File: src/rtl/rl_ram_1r1w_init.sv
// 1R1W behavioural RAM with byte enables and a self-clearing engine that fills every word with INIT_VAL after reset.
// Latency: read data on dout 1 cycle after re (REG_OUT=0) or 2 cycles (REG_OUT=1); clear takes 2**ABITS cycles.
// Backpressure: none on the user ports; busy=1 while clearing, and we/re are ignored then. Macro RL_RAM_1R1W_BYPASS_EN selects write-first collision data.
module rl_ram_1r1w_init #(
    parameter int               ABITS    = 8,
    parameter int               DBITS    = 8,
    parameter bit               REG_OUT  = 1'b0,
    parameter logic [DBITS-1:0] INIT_VAL = '0
) (
    input  logic                     rstn,
    input  logic                     clk,
    input  logic [ABITS-1:0]         waddr,
    input  logic [DBITS-1:0]         din,
    input  logic                     we,
    input  logic [(DBITS+7)/8-1:0]   be,
    input  logic [ABITS-1:0]         raddr,
    input  logic                     re,
    output logic [DBITS-1:0]         dout,
    output logic                     busy
);

    localparam int DEPTH = 2**ABITS;

    typedef enum logic {
        CLEAR = 1'b0,
        READY = 1'b1
    } state_t;

    state_t             state;
    state_t             state_nxt;
    logic [ABITS-1:0]   cnt;
    logic [ABITS-1:0]   cnt_nxt;

    logic [DBITS-1:0]   mem [DEPTH];
    logic [DBITS-1:0]   bmask;
    logic [DBITS-1:0]   rd_dat;
    logic               rd_ld;

    logic [DBITS-1:0]   rd1_dat;
    logic               rd1_vld;
    logic [DBITS-1:0]   rd2_dat;

    // Expand byte enables to a per-bit mask; the top byte may be partial.
    for (genvar i = 0; i < DBITS; i++) begin : g_mask
        assign bmask[i] = be[i/8];
    end

    // Clear FSM state and address counter.
    always_ff @(posedge clk or negedge rstn) begin
        if (!rstn) begin
            state <= CLEAR;
            cnt   <= '0;
        end else begin
            state <= state_nxt;
            cnt   <= cnt_nxt;
        end
    end

    // Clear FSM next state: sweep every address once, then stay READY until reset.
    always_comb begin
        state_nxt = state;
        cnt_nxt   = cnt;
        busy      = 1'b0;
        case (state)
            CLEAR: begin
                busy    = 1'b1;
                cnt_nxt = cnt + 1'b1;
                if (cnt == {ABITS{1'b1}}) begin
                    state_nxt = READY;
                end
            end
            READY: begin
                busy = 1'b0;
            end
            default: begin
                state_nxt = CLEAR;
                busy      = 1'b1;
            end
        endcase
    end

    // Array write port: clear engine has priority; user writes merge enabled bytes only.
    always_ff @(posedge clk) begin
        if (busy) begin
            mem[cnt] <= INIT_VAL;
        end else if (we) begin
            mem[waddr] <= (din & bmask) | (mem[waddr] & ~bmask);
        end
    end

    // Read data selection; on an address collision either forward new bytes or return old contents.
    always_comb begin
        rd_ld  = re & ~busy;
        rd_dat = mem[raddr];
`ifdef RL_RAM_1R1W_BYPASS_EN
        if (we && (waddr == raddr)) begin
            rd_dat = (din & bmask) | (mem[raddr] & ~bmask);
        end
`endif
    end

    // First output stage: loads only on an accepted read, otherwise holds.
    always_ff @(posedge clk or negedge rstn) begin
        if (!rstn) begin
            rd1_dat <= '0;
            rd1_vld <= 1'b0;
        end else begin
            rd1_vld <= rd_ld;
            if (rd_ld) begin
                rd1_dat <= rd_dat;
            end
        end
    end

    // Optional second output stage: follows the first stage only when it loaded.
    always_ff @(posedge clk or negedge rstn) begin
        if (!rstn) begin
            rd2_dat <= '0;
        end else if (rd1_vld) begin
            rd2_dat <= rd1_dat;
        end
    end

    assign dout = REG_OUT ? rd2_dat : rd1_dat;

endmodule

File: config.mk
export PLATFORM = sky130hd
export DESIGN_NAME = rl_ram_1r1w_init
export DESIGN_NICKNAME = d
export VERILOG_FILES = /design/src/rtl/rl_ram_1r1w_init.sv
export SDC_FILE = /design/constraint.sdc
export NUM_CORES = 2
export LEC_CHECK = 0
export ABC_AREA = 0
export CORE_ASPECT_RATIO = 0.6
export CORE_MARGIN = 2
export CORE_UTILIZATION = 50
export DETAILED_ROUTE_END_ITERATION = 8
export MAX_ROUTING_LAYER = met4
export PLACE_DENSITY = 0.65
export SETUP_SLACK_MARGIN = 0.3
export SYNTH_ARGS = -nofsm -noshare
export SYNTH_HDL_FRONTEND = slang
export SYNTH_SLANG_ARGS = --single-unit
File: constraint.sdc
create_clock -name clk -period 17.6 [get_ports clk]
set_input_delay 3.52 -clock clk [delete_from_list [all_inputs] [get_ports clk]]
set_output_delay 3.52 -clock clk [all_outputs]
set_load 0.02 [all_outputs]
==> impl_metrics.ini <==
[power]
power.leakage_nw = 28.35
p_per_area_nw_per_um2 = 94.72
power.total_mw = 10.09
ir_drop_mv = 0.09491

[routing]
wl_per_cell_um = 43.22
drtIter0Drc = 12180
routed_wl_um = 358800
vias = 62540
drt_pass1_iterations = 9
post_drt_via_cell_ratio = 7.534
drc = 0
detail-route-antenna-nets = 0

[grt]
grt_util_all_layers = 0.3661
grt_pass1_vias = 58190
grt_overflow = 0
grt_max_degree = 201
antenna_found_initial = 16
grt_pass1_wl_um = 485900

[timing]
setup_viol = 0
finalHoldViolations = 0
min_period_ns = 9.901
drv_slew = 13
rsz0062_at_grt = no
setup_tns_ns = 0
worst_pin_slew_ns = 1.738
period_share = 0.5625
skew_ns = 0.05316
clock.fmax_mhz = 101.0
layout_setup_ws_ns = 7.699
slew_headroom = -0.1693

[synthesis]
async_flop_share = 0.008232
yosys-top-cells-area = edfxtp_1, mux4_2, mux2i_1
syn_inst = 5547
synth_seq_cells = 2065
ys_warn_count = 0
synthDistinctLibCells = 91
synth-edff-count = 2048
syn_area_um2 = 97950
synth_nets = 5577
yosys.area.top_type = edfxtp_1
yosysTopAreaCellShare = 0.6278
ys.flop_type = edfxtp_1
syn_avg_cell_area_um2 = 17.66
synth-seq-area-share = 0.6322

[floorplanning]
fp.dieArea_um2 = 199600
die_x_um = 575.4
initial_core_util = 0.5047
io_pins = 38
core_area_um2 = 194100
rows = 125
die_h_um = 346.9

[placed_design]
numPortBuffers = 37
gp_congestion = 1.048
post-place-ws_ns = 7.341
hpwlAfterDp_um = 233600

[cts]
postCtsSetupRepairBufs = 0
cts-resized-gates = 0
htree_levels = 4
cts_tree = done
postCtsHoldBufs = 0
cts_sinks = 2065
cts_buffers = 193
path_clk_slew_ns = 0.07
worst_skew_pair.late_latency_ns = 0.87
clockRootBuffer = clkbuf_16
ctsLongestPathBuffers = 4

[worst_setup_path]
regToRegSetupSlack_ns = 11.28
startpoint_type = primary input
cp.arrival_ns = 10.44
critPathRequiredTime_ns = 18.14
cp_slowest_cell = nor4_1
cp_max_fo = 98
cpPeakStageDelay_ns = 1.02
cpMostUsedCell = buf_4
crit_chain = buf_8, buf_12, buf_12, buf_4, mux4_2, nand2_1, a31oi_1, o211ai_1, nor4_1, a221o_4, buf_4, buf_4
endpoint_kind = flop
worstSetupPathType = primary input to flop

[run_status]
violations = max-capacitance violations, max-slew violations
status = finished with violations

[finish]
final_nets = 5565
num-fill-cells = 14940
area_delta_synth_final_pct = 8.741
drive_gt1_frac = 0.2220

[min_path]
hold_path.class = flop to flop

[flow_run]
maxCapViolCount = 4
path summary, 6_finish.rpt:
kind | start | end | cells after the start
worst min-delay path | cnt[5] | cnt[5] | 1
max in group asynchronous | rstn | dout[4] | 1
worst max register to register | state | mem[200][5] | 9
worst max-delay path | waddr[0] | mem[200][5] | 12
min in group asynchronous | rstn | dout[1] | 1
worst min register to register | cnt[5] | cnt[5] | 1
critical path: cells and delay by family:
kind,cells,cell delay (ns)
buffers and inverters,6,3.75
AOI/OAI and AO/OA,3,1.15
and+or+nand+nor,2,1.08
muxes,1,0.35
area by class of cell:
class / instances / area [um2] / area share
inverters: 11 / 46.29 / 0.0004346
well taps: 2603 / 3257 / 0.03058
clock inverters: 98 / 938.4 / 0.008810
multi-input cells: 3024 / 33150 / 0.3113
diodes: 22 / 55.05 / 0.0005169
flip-flops and latches: 2065 / 61920 / 0.5814
repair buffers: 240 / 2071 / 0.01944
clock buffers: 238 / 5070 / 0.04760
synthesized netlist by cell type (56+ instances only):
master,n
a211oi_1,89
a21oi_1,101
a22oi_1,127
buf_2,91
buf_4,70
buf_6,57
clkbuf_1,165
edfxtp_1,2048
mux2i_1,575
mux4_2,710
nand2_1,224
nand3_1,63
nor2_1,326
nor3_1,56
o221ai_1,118
o22ai_1,210
per-stage QoR:
step	area [um2]	cells	hold WS (ns)	utilization
finish	106500	8301	0.5777	0.5488
global route	106500	8292	0.5994	0.5487
CTS	106500	8279	0.5684	0.5485
detailed placement	100400	7943	0.5534	0.5175
global placement	100400	7943	0.5580	0.5175
floorplan	97950	5547	0.5076	-
logic make-up (layout without fill, tap and decap cells):
logic type               count (synthesis)  count (layout)  synth area share
other                                    0              22                 0
adder cells (fa/ha/maj)                  1               1         0.0001277
AND/OR/NAND/NOR                        821             821           0.03771
multiplexers                          1340            1340            0.2360
flip-flops                            2065            2065            0.6322
AO/OA/AOI/OAI                          855             855           0.06172
buffers and inverters                  458             587           0.03165
XOR/XNOR                                 7               7         0.0006259
sequential cells by signal, indices dropped and copies added (netlist names):
register and cells:
cnt 8, mem 2048, dout 8, state 1
layer usage:
layer  wire, um  share of wire  global-route usage  vias to the layer above
met1     135200           0.38              0.4995                    32570
met3      69620           0.19              0.2095                      879
met5          0              0                   -                        -
met4      14040          0.039              0.1189                        0
met2     139900           0.39              0.4516                     5635
li1           -              -                   -                    23460
layout by cell type, fill, tap and decap left out, types with 118 or more instances in the layout:
cell type,synthesis,routed
edfxtp_1,2048,2048
o22ai_1,210,210
buf_4,70,193
a22oi_1,127,127
nand2_1,224,222
mux2i_1,575,575
nor2_1,326,322
clkbuf_16,0,194
o221ai_1,118,118
mux4_2,710,710
where the power goes:
group | internal [mW] | switching (mW)
logic | 0.171 | 0.412
registers | 5.32 | 0
clock network | 2.29 | 1.90
No activity file was read; power rests on OpenSTA's default activity.
